## src/rtl/mult_bridge_pkg.sv

```systemverilog
// Shared types and constants for the CPU-to-multiplier bus bridge.
package mult_bridge_pkg;

    typedef enum logic [2:0] {
        ST_IDLE   = 3'd0,
        ST_WSTB   = 3'd1,
        ST_WWAIT  = 3'd2,
        ST_RWAIT0 = 3'd3,
        ST_RSTB   = 3'd4,
        ST_RWAIT  = 3'd5,
        ST_RDONE  = 3'd6
    } state_t;

    localparam logic [1:0]  SEL_A        = 2'd0;
    localparam logic [1:0]  SEL_B        = 2'd1;
    localparam logic [1:0]  SEL_START    = 2'd2;
    localparam logic [1:0]  SEL_RESULT   = 2'd3;
    localparam logic [31:0] TIMEOUT_DATA = 32'hDEAD_BEEF;

    // States in which the peripheral may stall us and the timeout guard runs.
    function automatic logic is_wait(input state_t s);
        return (s == ST_WWAIT) || (s == ST_RWAIT0) || (s == ST_RWAIT);
    endfunction

endpackage

```

## src/rtl/bridge_timeout.sv

```systemverilog
// Wait-cycle counter: held at zero outside wait states, flags the last allowed cycle.
module bridge_timeout #(
    parameter int CNT_W   = 11,
    parameter int TIMEOUT = 1024
) (
    input  logic clk,
    input  logic rst,
    input  logic clr,
    input  logic en,
    output logic expired
);

    localparam logic [CNT_W-1:0] LAST = CNT_W'(TIMEOUT - 1);

    logic [CNT_W-1:0] cnt;

    always_ff @(posedge clk or negedge rst) begin
        if (!rst)
            cnt <= '0;
        else if (clr)
            cnt <= '0;
        else if (en)
            cnt <= cnt + 1'b1;
    end

    // Fires in the TIMEOUT-th cycle spent waiting, so the FSM leaves on that edge.
    assign expired = en && (cnt == LAST);

endmodule

```

## src/rtl/mult_bus_bridge.sv

```systemverilog
// femtorv32 memory bus to multiplier peripheral bridge: decode, strobe generation,
// CPU stall and a timeout guard against a hung peripheral.
module mult_bus_bridge
    import mult_bridge_pkg::*;
#(
    parameter logic [31:0] BASE_ADDR = 32'h0040_0000,
    parameter int          TIMEOUT   = 1024,
    parameter int          CNT_W     = 11
) (
    input  logic        clk,
    input  logic        rst,
    input  logic [31:0] mem_addr,
    input  logic [31:0] mem_wdata,
    input  logic [3:0]  mem_wmask,
    input  logic        mem_rstrb,
    output logic [31:0] mem_rdata,
    output logic        mem_wbusy,
    output logic        mem_rbusy,
    output logic [1:0]  p_sel,
    output logic [31:0] p_wdata,
    output logic        p_wstrb,
    output logic        p_rstrb,
    input  logic [31:0] p_rdata,
    input  logic        p_wbusy,
    input  logic        p_rbusy,
    output logic        err
);

    state_t      state;
    logic        rd_pend;
    logic [1:0]  rd_sel_q;
    logic [31:0] rdata_q;
    logic        expired;
    logic        hit, idle, in_wait, wr_acc, rd_hit, rd_go;
    logic [1:0]  sel_in, rd_sel;
    logic        unused_addr;

    assign unused_addr = ^mem_addr[1:0];

    assign hit     = (mem_addr[31:4] == BASE_ADDR[31:4]);
    assign sel_in  = mem_addr[3:2];
    assign idle    = (state == ST_IDLE);
    assign in_wait = is_wait(state);
    assign wr_acc  = idle && !rd_pend && hit && (mem_wmask == 4'hF);
    assign rd_hit  = idle && hit && mem_rstrb;
    // A read that arrived with a write is parked in rd_pend and wins the next IDLE.
    assign rd_go   = idle && !wr_acc && (rd_pend || (hit && mem_rstrb));
    assign rd_sel  = rd_pend ? rd_sel_q : sel_in;

    assign mem_wbusy = wr_acc || (state == ST_WSTB) || (state == ST_WWAIT);
    assign mem_rbusy = rd_hit || rd_pend || (state == ST_RWAIT0) ||
                       (state == ST_RSTB) || (state == ST_RWAIT);
    assign mem_rdata = (state == ST_RDONE) ? rdata_q : '0;

    bridge_timeout #(
        .CNT_W   (CNT_W),
        .TIMEOUT (TIMEOUT)
    ) u_timeout (
        .clk     (clk),
        .rst     (rst),
        .clr     (!in_wait),
        .en      (in_wait),
        .expired (expired)
    );

    always_ff @(posedge clk or negedge rst) begin
        if (!rst) begin
            state    <= ST_IDLE;
            rd_pend  <= 1'b0;
            rd_sel_q <= '0;
            rdata_q  <= '0;
            p_sel    <= '0;
            p_wdata  <= '0;
            p_wstrb  <= 1'b0;
            p_rstrb  <= 1'b0;
            err      <= 1'b0;
        end else begin
            p_wstrb <= 1'b0;
            p_rstrb <= 1'b0;
            unique case (state)
                ST_IDLE: begin
                    if (wr_acc) begin
                        p_sel    <= sel_in;
                        p_wdata  <= mem_wdata;
                        p_wstrb  <= 1'b1;
                        rd_pend  <= hit && mem_rstrb;
                        rd_sel_q <= sel_in;
                        state    <= ST_WSTB;
                    end else if (rd_go) begin
                        p_sel   <= rd_sel;
                        rd_pend <= 1'b0;
                        // RESULT is not readable while the multiplier is still running.
                        if (rd_sel == SEL_RESULT && p_wbusy) begin
                            state <= ST_RWAIT0;
                        end else begin
                            p_rstrb <= 1'b1;
                            state   <= ST_RSTB;
                        end
                    end
                end
                ST_WSTB:
                    state <= (p_sel == SEL_START) ? ST_WWAIT : ST_IDLE;
                ST_WWAIT: begin
                    if (!p_wbusy) begin
                        state <= ST_IDLE;
                    end else if (expired) begin
                        err   <= 1'b1;
                        state <= ST_IDLE;
                    end
                end
                ST_RWAIT0: begin
                    if (!p_wbusy) begin
                        p_rstrb <= 1'b1;
                        state   <= ST_RSTB;
                    end else if (expired) begin
                        err     <= 1'b1;
                        rdata_q <= TIMEOUT_DATA;
                        state   <= ST_RDONE;
                    end
                end
                ST_RSTB:
                    state <= ST_RWAIT;
                ST_RWAIT: begin
                    if (!p_rbusy) begin
                        rdata_q <= p_rdata;
                        state   <= ST_RDONE;
                    end else if (expired) begin
                        err     <= 1'b1;
                        rdata_q <= TIMEOUT_DATA;
                        state   <= ST_RDONE;
                    end
                end
                ST_RDONE:
                    state <= ST_IDLE;
                default:
                    state <= ST_IDLE;
            endcase
        end
    end

endmodule

```

## config.mk

```make
export PLATFORM = sky130hd
export DESIGN_NAME = mult_bus_bridge
export DESIGN_NICKNAME = d
export VERILOG_FILES = /design/src/rtl/mult_bridge_pkg.sv /design/src/rtl/bridge_timeout.sv /design/src/rtl/mult_bus_bridge.sv
export SDC_FILE = /design/constraint.sdc
export NUM_CORES = 1
export LEC_CHECK = 0
export BUFFER_PORTS_ARGS = -buffer_cell sky130_fd_sc_hd__buf_2
export CORE_ASPECT_RATIO = 2
export CORE_UTILIZATION = 51
export CTS_BUF_LIST = sky130_fd_sc_hd__clkbuf_8
export DETAILED_ROUTE_END_ITERATION = 12
export GPL_ROUTABILITY_DRIVEN = 1
export GPL_TIMING_DRIVEN = 0
export PLACE_DENSITY = 0.86
export SLEW_MARGIN = 20
export SYNTH_ARGS = -nofsm -noshare
export SYNTH_HDL_FRONTEND = slang
export SYNTH_SLANG_ARGS = --single-unit
```

## constraint.sdc

```tcl
create_clock -name clk -period 4.9 [get_ports clk]
set_input_delay 0.98 -clock clk [delete_from_list [all_inputs] [get_ports clk]]
set_output_delay 0.98 -clock clk [all_outputs]
set_load 0.02 [all_outputs]
```

==> results.tsv, run 1 <==
metric	value	unit
worst hold slack	0.482	ns
critical path required time	3.92	ns
die width	63.1	um
DP Cell Count	585	
Top-Level Pins	176	
Mean Syn Cell Area	11.9	um2
Post-synth ARST share	100	%
P per Cell Area	367	nW/um2
cts bufs inserted	9	
final WL	9.07	mm
Worst Path Arrival	2.45	ns
clock edge transition at the registers on the reported setup and hold paths	0.08	ns
Final nets	610	
Peak VDD IR	0.221	mV
Final Non-Filler Cells	601	
die height	124	um
routed vias	3249	
drt wl/cell	15.1	um
Core Util, Final	69.5	%
largest delay contributor family on the critical path	simple AND/OR/NAND/NOR gates	
Netlist cell types	43	
CTS Sinks	86	
CTS tree	done	
drt pass-1 iters	4	
H-tree depth	3	
number of global-route vias before repair	3211	
kind of start point of the critical path	flop	
Final Setup Violations	0	
root buffer cell	clkbuf_8	
Seq/Total Area, Yosys	56.6	%
HP Class	flop to flop	
grt ovf	0	
hold buffers post-CTS	0	
post_cts resized	0	
Ys Warns	0	
Final Hold Fails	0	
area delta synth->final	31.8	%
crit path max fanout	6	
die area	7830	um2
most used cell, CP	or3_1	
largest net degree at the start of global routing	49	
Detail Placement HPWL	7.06	mm
Crit. End Element	primary output	
DR vias/cell	5.41	
slew margin rel.	35.1	%
DRC violations left	0	
period utilization	70.0	%
post-synth top area share	56.6	%
Buf/Inv on CP	3	
first-pass GRT wire length	14.2	mm
CP Class	flop to primary output	
global-route usage over all layers	23.9	%
Diodes inserted	0	
initial DRC count	153	
Placeable Area	7210	um2
Layout Skew	0.00733	ns
worst skew pair latency	0.35	ns
Setup Buffers After CTS	0	
cells after synthesis	319	
FP Rows	44	
cell taking the most area after synthesis	dfrtp_1	
final antenna-violating net count	0	
RSZ-0062 raised after global routing	false	
setup TNS	0	ns
layout cells sized above 1	40.5	%
Max clock buf depth	2	
measured slew at the worst slew-check pin	0.966	ns
Largest stage delay, worst path	0.42	ns
slowest CP cell	dfrtp_1	
placer congestion estimate	0.868	
flops & latches, synth	86	
EDFF count, synth	0	
crit-path cells	or3_1 > clkbuf_1 > or3_1 > or3_1 > buf_6 > o21ai_0 > buf_2	
initial antenna violation count	0	
leak pwr	2.72	nW
Post-Syn Area	3800	um2
Tmin final	3.43	ns
Slew Limit Fails	0	
status	finished clean	
Mapped Nets	425	
commonest non-fill, non-tap cell in the layout	buf_2	
maxcap violations	0	
top cells by area, synth	dfrtp_1, mux2_1, o22a_1, and2_1, a22o_1	
Initial Util	52.7	%
Synth Flop Type	dfrtp_1	
Max Fclk	291	MHz
most frequent cells in the layout	buf_2, dfrtp_1, and2_1, mux2_1, o22a_1	
quantity of I/O buffers inserted on ports	173	
[state kept, by name, summed over array words and instances, names as in the netlist]
signal,count
err,1
p_rstrb,1
p_sel,2
p_wdata,32
p_wstrb,1
rd_pend,1
rd_sel_q,2
rdata_q,32
state,3
u_timeout.cnt,11
[stage by stage]
stage	area (um2)	worst slack (ns)	total power (W)
6_report	5010	1.47	0.00184
2_1_floorplan	3800	1.75	0.00120
3_5_place_dp	4810	1.51	0.00136
4_1_cts	5010	1.46	0.00186
5_1_grt	5010	1.35	0.00195
3_3_place_gp	4780	1.55	0.00133
[final timing paths]
kind	start	endpoint	cells past startpoint	slack, ns
max	state[0]	mem_wbusy	7	1.47
min	rdata_q[13]	rdata_q[13]	1	0.48
max reg2reg	state[0]	p_wdata[15]	8	2.34
min reg2reg	rdata_q[13]	rdata_q[13]	1	0.48
max in group asynchronous	rst	rdata_q[10]	2	3.69
min in group asynchronous	rst	p_wdata[14]	1	0.60
[metal layers]
layer / wire length (um) / up-vias / global-route usage [%]
met5: 0 / - / 0
met4: 184 / 0 / 11.2
met3: 499 / 20 / 6.23
met2: 5180 / 154 / 45.4
met1: 3200 / 1550 / 23.5
li1: - / 1525 / -
[cells by family (layout without fill, tap and decap cells)]
family          Yosys count  after routing  synth area share [%]
simple gates            109            109                  16.2
flops                    86             86                  56.6
compound gates           58             58                  11.6
mux                      32             32                  9.48
buf+inv                  24            214                  3.75
xor+xnor                  9              9                  2.07
fa+ha+maj                 1              1                 0.329
[final cells by class]
type                       count  area (um2)
sequential                    86        2150
fill                         543        2200
tap                           92         115
timing repair buffer         174         896
clock buffer                  10         138
buffer                        19         116
multi-input combinational    209        1510
clock inverter                 6        61.3
inverter                       5        26.3
[report_power, final]
group | leakage (nW) | internal [W] | switching [W]
logic | 1.49 | 0.000197 | 0.000226
registers | 1.13 | 0.000855 | 0.0000726
clock network | 0.102 | 0.000247 | 0.000242
total | 2.72 | 0.00130 | 0.000540
[cell usage after synthesis (all sizes together) (8+ instances only)]
master	count
a22o	8
mux2	32
clkbuf	12
a21oi	8
dfrtp	86
nor2	14
nand2	13
and2	32
nand3	12
o21ai	8
o22a	24
Note: power is estimated with default switching activity, not from simulation.
==> run 2: changes to the inputs <==
CORE_UTILIZATION = 44   (was 51)
PLACE_DENSITY = 0.79   (was 0.86)
clock period = 3.05 ns   (was 4.9 ns; I/O delays follow)
==> run 2 against run 1 <==
  * Global-route usage down 2.3 points
  * Flip-flop and latch count unchanged
  * Design area down 0.15%
  * Total power up 59%
  * Utilization down 9.6 points
  * Worst setup slack worse by 1.4 ns
==> results.tsv, run 2 (same netlist as run 1, synthesis figures left out) <==
metric	value	unit
H-tree depth	3	
crit path max fanout	6	
DR vias/cell	5.29	
layout cells sized above 1	40.7	%
Reg power frac	51.0	%
CTS Sinks	86	
maxcap violations	0	
Peak VDD IR	0.358	mV
largest net degree at the start of global routing	48	
Largest stage delay, worst path	0.42	ns
Slew Limit Fails	0	
Placeable Area	8350	um2
quantity of I/O buffers inserted on ports	173	
HP Class	input port to asynchronous set/reset pin	
Detail Placement HPWL	7.26	mm
RR Endpoint	p_wdata[30]	
Max Fclk	336	MHz
number of global-route vias before repair	3360	
slowest CP cell	dfrtp_1	
r2r setup slk	0.67	ns
die width	67.7	um
Setup Buffers After CTS	0	
cts bufs inserted	9	
DRC violations left	0	
initial antenna violation count	0	
Final Hold Fails	0	
grt ovf	0	
kind of start point of the critical path	flop	
Tmin final	2.98	ns
period utilization	97.6	%
first-pass GRT wire length	14.7	mm
Top-Level Pins	176	
Final Setup Violations	0	
Worst Setup SP	state[0]	
design area	5000	um2
worst skew pair latency	0.37	ns
Layout Skew	0.0173	ns
Diodes inserted	0	
CP Class	flop to primary output	
leak pwr	2.71	nW
Buf/Inv on CP	2	
combinational power share	22.8	%
drt wl/cell	15.3	um
RSZ-0062 raised after global routing	false	
FP Rows	47	
global-route usage over all layers	21.6	%
Int Power	0.00202	W
Sw Ratio	30.9	%
Pwr Total	0.00293	W
slew margin rel.	39.1	%
Reg-to-Reg Start	state[0]	
clock edge transition at the registers on the reported setup and hold paths	0.10	ns
crit-path cells	or3_4 > or3_1 > or3_1 > buf_6 > o21ai_0 > buf_2	
measured slew at the worst slew-check pin	0.906	ns
initial DRC count	112	
placer congestion estimate	0.942	
clock share of power	26.2	%
die height	133	um
Initial Util	45.5	%
root buffer cell	clkbuf_8	
critical path required time	2.44	ns
setup TNS	0	ns
worst-case reg-to-reg path depth	7	
commonest non-fill, non-tap cell in the layout	buf_2	
final WL	9.26	mm
CTS tree	done	
final antenna-violating net count	0	
P per Cell Area	585	nW/um2
Worst Path Arrival	2.37	ns
drt pass-1 iters	4	
die area	9040	um2
Max clock buf depth	2	
Area after DPL	4810	um2
largest delay contributor family on the critical path	simple AND/OR/NAND/NOR gates	
status	finished clean	
Psw	0.000904	W
largest registers	p_wdata (32), rdata_q (32), u_timeout.cnt (11)	
most used cell, CP	or3_1	
routed vias	3206	
most frequent cells in the layout	buf_2, dfrtp_1, and2_1, mux2_1, o22a_1	
Crit. End Element	primary output	
Final nets	609	
area delta synth->final	31.6	%
## run 2: metrics by stage
stage	cells	util, %	hold WS, ns	worst slack, ns
after global routing	606	59.9	0.286	0.00980
after CTS	606	59.9	0.259	0.0392
after floorplan	319	-	0.314	0.547
after global placement	590	57.4	0.461	0.327
final	606	59.9	0.233	0.0742
after detailed placement	591	57.6	0.469	0.312
## run 2: worst register-to-register path, stage by stage, from the launching register on
cell	delay, ns
dfrtp_1	0.42
or3_4	0.42
or3_1	0.39
or3_1	0.33
buf_6	0.15
inv_8	0.09
buf_8	0.14
mux2_1	0.33
## run 2: how the worst max path moves through the flow
stage | to | cells after the start
after detailed placement | mem_wbusy | 7
after global placement | mem_wbusy | 7
after CTS | mem_wbusy | 6
after floorplan | mem_wbusy | 6
final | mem_wbusy | 6
after global routing | mem_wbusy | 6
## run 2: repair_timing
item	CTS	global route
hold buffers	0	0
endpoints found under the hold margin	0	0
gates cloned	0	0
setup endpoints to repair	1	1
resized for setup	0	1
## run 2: cell type report
type | count | area, um2
plain buffers | 18 | 113
clock buffers | 10 | 138
clock inverters | 6 | 52.6
fillers | 699 | 3350
inverters | 5 | 26.3
multi-input cells | 209 | 1510
flip-flops and latches | 86 | 2150
well taps | 98 | 123
repair buffers | 174 | 888
## run 2: power by group through the flow
stage	clock network [W]	registers, W	logic (W)
global placement	0	0.00150	0.000641
floorplan	0	0.00148	0.000455
finish	0.000767	0.00149	0.000668
CTS	0.000784	0.00149	0.000664
detailed placement	0	0.00151	0.000668
global route	0.000825	0.00152	0.000740
## run 2: metal layers
layer	GRT usage, %	vias up	routed length (um)
met5	0	-	0
met4	9.93	0	213
met3	4.37	19	497
met2	40.2	142	5270
met1	21.4	1532	3280
li1	-	1513	-
